$ cat src/rtl/pipe_pkg.sv
// ============================================================================
// Module   : pipe_pkg
// Summary  : Shared types for the pipeline hazard/forwarding controller.
// Revision : 1.0
// ============================================================================
`default_nettype none

package pipe_pkg;

  typedef enum logic [1:0] {
    FWD_RF    = 2'd0,
    FWD_MEM   = 2'd1,
    FWD_WB    = 2'd2,
    FWD_STALL = 2'd3
  } fwd_sel_e;

  typedef enum logic [1:0] {
    ST_RUN    = 2'd0,
    ST_LDWAIT = 2'd1,
    ST_REPLAY = 2'd2,
    ST_FLUSH  = 2'd3
  } hz_state_e;

  localparam int unsigned CNT_W = 3;

  // Mem is the younger producer, so it wins over wb.
  function automatic fwd_sel_e fwd_pick(input logic mem_hit, input logic wb_hit);
    if (mem_hit)     return FWD_MEM;
    else if (wb_hit) return FWD_WB;
    else             return FWD_RF;
  endfunction

endpackage

`default_nettype wire

$ cat src/rtl/fwd_match.sv
// ============================================================================
// Module   : fwd_match
// Summary  : Compares one execute source register against mem/wb dest tags.
// Revision : 1.0
// ============================================================================
`default_nettype none

module fwd_match #(
  parameter int RW = 5
) (
  input  logic [RW-1:0] src,
  input  logic [RW-1:0] mem_regd,
  input  logic          mem_regwrite,
  input  logic [RW-1:0] wb_regd,
  input  logic          wb_regwrite,
  output logic          mem_hit,
  output logic          wb_hit
);

  logic src_nz;

  // x0 is hardwired to zero, so it never forwards or stalls.
  assign src_nz  = (src != '0);
  assign mem_hit = mem_regwrite && (mem_regd == src) && src_nz;
  assign wb_hit  = wb_regwrite  && (wb_regd  == src) && src_nz;

endmodule

`default_nettype wire

$ cat src/rtl/hazard_ctrl.sv
// ============================================================================
// Module   : hazard_ctrl
// Summary  : Forwarding selects, load-use stalls and branch/jal flush sequencing.
// Revision : 1.0
// ============================================================================
`default_nettype none

module hazard_ctrl
  import pipe_pkg::*;
#(
  parameter int XLEN         = 32,
  parameter int RW           = 5,
  parameter int FLUSH_CYCLES = 2
) (
  input  logic            clk,
  input  logic            rst,
  input  logic            ex_valid,
  input  logic [RW-1:0]   ex_reg1,
  input  logic [RW-1:0]   ex_reg2,
  input  logic [RW-1:0]   mem_regD,
  input  logic            mem_regwrite,
  input  logic            mem_load,
  input  logic [RW-1:0]   wb_regD,
  input  logic            wb_regwrite,
  input  logic            ld_valid,
  input  logic [XLEN-1:0] ld_data,
  input  logic            branch_taken,
  input  logic            jal_taken,
  output logic            stall,
  output logic            flush,
  output logic [1:0]      fwd1_sel,
  output logic [1:0]      fwd2_sel,
  output logic [XLEN-1:0] stall_val
);

  localparam logic [CNT_W-1:0] FLUSH_LOAD = CNT_W'(FLUSH_CYCLES - 1);

  hz_state_e        state_q, state_d;
  logic [CNT_W-1:0] cnt_q, cnt_d;
  logic [XLEN-1:0]  stall_val_q, stall_val_d;
  logic             hit1_q, hit1_d;
  logic             hit2_q, hit2_d;

  logic     mem_hit1, wb_hit1, mem_hit2, wb_hit2;
  logic     redirect, load_use;
  fwd_sel_e norm1, norm2, sel1, sel2;

  fwd_match #(.RW(RW)) u_match1 (
    .src          (ex_reg1),
    .mem_regd     (mem_regD),
    .mem_regwrite (mem_regwrite),
    .wb_regd      (wb_regD),
    .wb_regwrite  (wb_regwrite),
    .mem_hit      (mem_hit1),
    .wb_hit       (wb_hit1)
  );

  fwd_match #(.RW(RW)) u_match2 (
    .src          (ex_reg2),
    .mem_regd     (mem_regD),
    .mem_regwrite (mem_regwrite),
    .wb_regd      (wb_regD),
    .wb_regwrite  (wb_regwrite),
    .mem_hit      (mem_hit2),
    .wb_hit       (wb_hit2)
  );

  assign redirect = branch_taken | jal_taken;
  assign load_use = ex_valid && mem_load && (mem_hit1 || mem_hit2);
  assign norm1    = fwd_pick(mem_hit1, wb_hit1);
  assign norm2    = fwd_pick(mem_hit2, wb_hit2);

  always_ff @(posedge clk or negedge rst) begin
    if (!rst) begin
      state_q     <= ST_RUN;
      cnt_q       <= '0;
      stall_val_q <= '0;
      hit1_q      <= 1'b0;
      hit2_q      <= 1'b0;
    end else begin
      state_q     <= state_d;
      cnt_q       <= cnt_d;
      stall_val_q <= stall_val_d;
      hit1_q      <= hit1_d;
      hit2_q      <= hit2_d;
    end
  end

  always_comb begin
    state_d     = state_q;
    cnt_d       = cnt_q;
    stall_val_d = stall_val_q;
    hit1_d      = hit1_q;
    hit2_d      = hit2_q;
    stall       = 1'b0;
    flush       = 1'b0;
    sel1        = FWD_RF;
    sel2        = FWD_RF;

    if (redirect) begin
      // A redirect aborts any pending load replay and restarts the flush window.
      flush   = 1'b1;
      cnt_d   = FLUSH_LOAD;
      state_d = ST_FLUSH;
    end else begin
      case (state_q)
        ST_RUN: begin
          if (load_use) begin
            stall  = 1'b1;
            hit1_d = mem_hit1;
            hit2_d = mem_hit2;
            if (ld_valid) begin
              stall_val_d = ld_data;
              state_d     = ST_REPLAY;
            end else begin
              state_d     = ST_LDWAIT;
            end
          end else begin
            sel1 = norm1;
            sel2 = norm2;
          end
        end
        ST_LDWAIT: begin
          stall = 1'b1;
          if (ld_valid) begin
            stall_val_d = ld_data;
            state_d     = ST_REPLAY;
          end
        end
        ST_REPLAY: begin
          sel1    = hit1_q ? FWD_STALL : norm1;
          sel2    = hit2_q ? FWD_STALL : norm2;
          state_d = ST_RUN;
        end
        ST_FLUSH: begin
          if (cnt_q != '0) begin
            flush = 1'b1;
            cnt_d = cnt_q - CNT_W'(1);
          end
          if (cnt_q <= CNT_W'(1)) begin
            state_d = ST_RUN;
          end
        end
        default: state_d = ST_RUN;
      endcase
    end

    // Keep control outputs quiet while reset is asserted, whatever the inputs show.
    if (!rst) begin
      stall = 1'b0;
      flush = 1'b0;
      sel1  = FWD_RF;
      sel2  = FWD_RF;
    end
  end

  assign fwd1_sel  = sel1;
  assign fwd2_sel  = sel2;
  assign stall_val = stall_val_q;

endmodule

`default_nettype wire

$ cat config.mk
export PLATFORM = sky130hd
export DESIGN_NAME = hazard_ctrl
export DESIGN_NICKNAME = d
export VERILOG_FILES = /design/src/rtl/pipe_pkg.sv /design/src/rtl/fwd_match.sv /design/src/rtl/hazard_ctrl.sv
export SDC_FILE = /design/constraint.sdc
export NUM_CORES = 1
export LEC_CHECK = 0
export ABC_CLOCK_PERIOD_IN_PS = 4000
export CORE_MARGIN = 1
export CORE_UTILIZATION = 50
export DETAILED_ROUTE_END_ITERATION = 16
export PLACE_DENSITY = 0.95
export SYNTH_ARGS = -nofsm -noshare
export SYNTH_HDL_FRONTEND = slang
export SYNTH_SLANG_ARGS = --single-unit
$ cat constraint.sdc
create_clock -name clk -period 4 [get_ports clk]
set_clock_uncertainty 0.1 [all_clocks]
set_input_delay 0.4 -clock clk [delete_from_list [all_inputs] [get_ports clk]]
set_output_delay 0.4 -clock clk [all_outputs]
set_load 0.02 [all_outputs]
# Word level (Yosys, flattened, before mapping)
# Index checks and enable logic that the tools add are counted.
# op_classes
bitwise_logic,2
magnitude_cmp,1
add_sub_neg,1
eq_ne,11
muxes,34
reduce_logical,22
# op_table
cell,n
32-bit 2-to-1 mux,2
32-bit case mux with 2 select lines,1
2-bit 2-to-1 mux,17
5-bit equality test,4
1-bit logical AND,10
5-bit nonzero test,2
3-bit 2-to-1 mux,3
3-bit inequality test (second input constant),3
3-bit AND reduction,3
2-bit case mux with 2 select lines,2
2-bit case mux with 4 select lines,1
1-bit 2-to-1 mux,7
2-bit nonzero test,3
2-bit equality test (second input constant),2
3-bit by 1-bit <= comparator with 1-bit output (second input constant),1
3-bit nonzero test,1
3-bit by 1-bit subtractor with 3-bit output (second input constant),1
2-bit by 1-bit equality test with 1-bit output (second input constant),1
2-bit zero test,1
2-bit inequality test (second input constant),1
1-bit case mux with 2 select lines,1
2-bit AND reduction,1
1-bit logical OR,1
1-bit NOT,1
1-bit bitwise OR,1
# totals
reg_bits,39
out_inout_bits,38

# Logic depth before layout (Yosys ltp)
# logic_depth
ltp_word,9
ltp_mapped,7
ltp_nobuf,7

# Hierarchy
# A second synthesis with hierarchy kept.
# hier_totals
cells_unflattened,158
hier_area_um2,2062.0
# modules_own_cells
module,n_inst,cells_per_inst,seq_area_each_um2,area_each_um2
hazard_ctrl,1,126,975.9,1814.2
fwd_match,2,16,0.0,123.9

# Worst setup path after synthesis
# No wires, ideal clock.
# synth_timing
kind,input to output
from,input port ex_reg2[1]
to,output port fwd1_sel[0]
path_buffers,2
arrival_ps,2134
setup_slack_ps,1366
required_ps,3500
cell_stages,7
path_cell_list,or4_4 -> nor2_4 -> or3_1 -> buf_6 -> nand2_8 -> buf_6 -> a221oi_1
# synth_via
elab_chain_len,9
word_cells_on_any_way,10
# synth_rtl
item,line,rtl
from (decl),hazard_ctrl.sv:19,"input logic [RW-1:0] ex_reg2,"
5-bit equality test,fwd_match.sv:24,assign mem_hit = mem_regwrite && (mem_regd == src) && src_nz;
1-bit logical AND,fwd_match.sv:24,
1-bit logical AND *,fwd_match.sv:24,
1-bit logical OR *,hazard_ctrl.sv:69,assign load_use = ex_valid && mem_load && (mem_hit1 || mem_hit2);
1-bit logical AND *,hazard_ctrl.sv:69,
2-bit 2-to-1 mux *,hazard_ctrl.sv:108,if (load_use) begin
2-bit case mux with 2 select lines *,hazard_ctrl.sv:106,case (state_q)
2-bit 2-to-1 mux *,hazard_ctrl.sv:100,if (redirect) begin
2-bit 2-to-1 mux *,hazard_ctrl.sv:149,if (!rst) begin
to (decl),hazard_ctrl.sv:31,"output logic [1:0] fwd1_sel,"
# Mark *: on every way between the ends. The rest lies on a longest branch, timed or not.

# Worst setup path in the final report
# layout_timing
from,input port ex_reg1[2]
to,output port fwd1_sel[0]
# layout_via
elab_chain_len,9
word_cells_on_any_way,12
# layout_rtl
item,line,rtl
from (decl),hazard_ctrl.sv:18,"input logic [RW-1:0] ex_reg1,"
5-bit equality test,fwd_match.sv:24,
1-bit logical AND,fwd_match.sv:24,
1-bit logical AND *,fwd_match.sv:24,
1-bit logical OR,hazard_ctrl.sv:69,
1-bit logical AND,hazard_ctrl.sv:69,
2-bit 2-to-1 mux,hazard_ctrl.sv:108,
2-bit case mux with 2 select lines *,hazard_ctrl.sv:106,
2-bit 2-to-1 mux *,hazard_ctrl.sv:100,
2-bit 2-to-1 mux *,hazard_ctrl.sv:149,
# Marked as above.

==> results.toml <==
[yosys]
synth_top_flop_cell = "dfrtp_1"
yosysSeqAreaShare = 0.3409
synth_compound_area_frac = 0.2924
synthSimpleGateAreaFrac = 0.2181
synth_commonest_cells = "106 x nand2_1, 39 x dfrtp_1, 34 x a21oi_1, 32 x a211oi_1, 32 x a311o_1"
synth.net_count = 413
yosysWarnings = 0
synth_fa_ha_area_frac = 0.008741
yosys.cell_count.top_type = "nand2_1"
async_flop_share = 1.000
synth_edf_count = 0
syn_area_um2 = 2863
syn_inst = 350
ys_ff_latch = 39
synth.distinct_cells = 35
synth_top_area_frac = 0.3409
synth_xor_area_frac = 0.06731
synth_top_family_by_area = "compound AO/OA/AOI/OAI gates"
synth.largest_area_cell = "dfrtp_1"
syn_avg_cell_area_um2 = 8.179
synth_mux_area_frac = 0
synth.area.top_cells = "dfrtp_1 34%, nand2_1 14%, a311o_1 11%"

[cts]
hold_buffers = 0
cts_setup_buffers = 0
clock_sinks = 39
cts_root_buffer = "clkbuf_8"
clkTransAtPathRegs_ns = 0.08
cts_tree = "yes"
cts_made_buffers = 5
htreeDepth = 2
clk_latency_ns = 0.29
cts_resized = 0
clockBufferDepth = 2

[place]
dp.cells = 501
dp_worst_setup_slack_ns = 0.3609
dp_hpwl_mm = 5.643
gp_congestion = 0.8748
dpl_cell_area_um2 = 3842
io_buffer_count = 98

[power]
leakagePower_nw = 1.463
power_mw = 1.981
powerDensity_nw_per_um2 = 501.0
vdd_drop_max_uv = 362.4

[sta]
fin_crit_sh = 0.9144
slew_violations = 0
setup_tns_ns = 0
worst_slack_ns = 0.3424
relSlewSlack = 0.6441
setup_viol = 0
hold_viol = 0
rsz0062_at_grt = "false"
max_freq_mhz = 273.4
tightest_slew_ns = 0.5324
fin_crit_ns = 3.658

[setup_path]
cp-end-kind = "output pin"
cp-start-kind = "primary input"
r2r-start = "state_q[1]"
crit_type = "primary input to output pin"
rr_endpoint = "stall_val[0]"
cp_max_fo = 34
worstPathArrival_ns = 3.16
worstPathRequired_ns = 3.50
rrSetupSlack_ns = 1.67
worstRegToRegCells = 6

[finish]
final_area_um2 = 3955
nNetsFinal = 499
syn_to_final_growth_pct = 38.16
n_antenna_cell = 0
layoutNonFillerInstCount = 509
drive_gt1_frac = 0.06865

[routing]
drt-total-wl_mm = 8.464
drt-initial-drc-count = 275
vias = 3144
avgViaCountPerCell = 6.177
drc = 0
dr.pass1.iters = 5
ant_nets = 0
routedWlPerCell_um = 16.63

[grt]
grt_util_all_layers = 0.2788
grt_pass1_wl_mm = 13.38
gr-total-overflow = 0
grt_pass1_vias = 2784
antenna_found_initial = 0
grt_max_degree = 41

[floorplanning]
pin_count = 99
placeableCoreArea_um2 = 5507
rows = 27
die_x_um = 77.67
die-area_um2 = 6032
die_h_um = 77.67
start_util = 0.5199

[job]
maxCapViolations = 0

[outcome]
outcome = "complete, no violations"

[hold_path]
hold_path.class = "primary input to async pin"
power by group:
group	switching [mW]	internal (mW)	leakage [nW]	total (mW)
sequential	0.123	0.540	0.500	0.663
clock	0.149	0.186	0.0581	0.335
combinational	0.460	0.524	0.905	0.984
routing by layer:
metal / wire [um] / GRT usage / vias up
li1: - / - / 1450
met1: 3411 / 0.3556 / 1489
met4: 213 / 0.1075 / 0
met5: 0 / 0 / -
met2: 4275 / 0.4726 / 182
met3: 563 / 0.04353 / 23
final cells by class:
class                           count  area (um2)
Fill cell                         429        1551
Clock inverter                      3       43.79
Multi-Input combinational cell    275        1692
Timing Repair Buffer              110        1066
Clock buffer                        5       68.82
Tap cell                           72       90.09
Sequential cell                    39       975.9
Inverter                            5       18.77
state kept, by name, summed over array words and instances, names as in the netlist:
signal and flops:
cnt_q 3, hit1_q 1, hit2_q 1, stall_val 32, state_q 2
critical path, cell delays in order:
cell,delay (ns)
clkdlybuf4s50_1,0.50
or4_4,0.57
nor2_4,0.14
or3_1,0.28
nand2_8,0.20
a221oi_1,0.38
clkdlybuf4s50_1,0.67
stage by stage:
step | util | hold slack, ns
2_1_floorplan | - | 0.004409
3_3_place_gp | 0.6978 | 0.4049
3_5_place_dp | 0.6978 | 0.4059
4_1_cts | 0.7182 | 0.09890
5_1_grt | 0.7182 | 0.1200
6_report | 0.7182 | 0.08523
how the worst max path moves through the flow:
| stage | slack, ns | to | start | cells past startpoint |
|---|---|---|---|---|
| finish | 0.34 | fwd1_sel[0] | ex_reg1[2] | 7 |
| global route | 0.26 | fwd1_sel[0] | ex_reg2[1] | 7 |
| CTS | 0.36 | fwd1_sel[0] | ex_reg1[2] | 7 |
| detailed placement | 0.36 | fwd1_sel[0] | ex_reg1[2] | 7 |
| global placement | 0.39 | fwd1_sel[0] | ex_reg1[1] | 7 |
| floorplan | 1.37 | fwd1_sel[0] | ex_reg2[1] | 7 |
cells by family (layout without fill, tap and decap cells):
| logic type | count (synthesis) | count (layout) |
|---|---|---|
| fa+ha+maj | 2 | 2 |
| xor+xnor | 22 | 22 |
| compound gates | 112 | 112 |
| flops | 39 | 39 |
| buf+inv | 36 | 123 |
| simple gates | 139 | 139 |
cells in the final DEF (no fill, tap or decap), types with 3 or more instances in the layout:
cell,netlist,routed
nand4_1,5,5
xnor2_1,20,20
nor2_1,7,7
buf_4,4,12
a21oi_1,34,34
a221oi_1,3,3
clkbuf_8,0,5
nand2_1,106,106
inv_1,5,5
o21ai_0,5,5
clkdlybuf4s50_1,0,97
a311o_1,32,32
dfrtp_1,39,39
a211oi_1,32,32
Note: power is estimated with default switching activity, not from simulation.
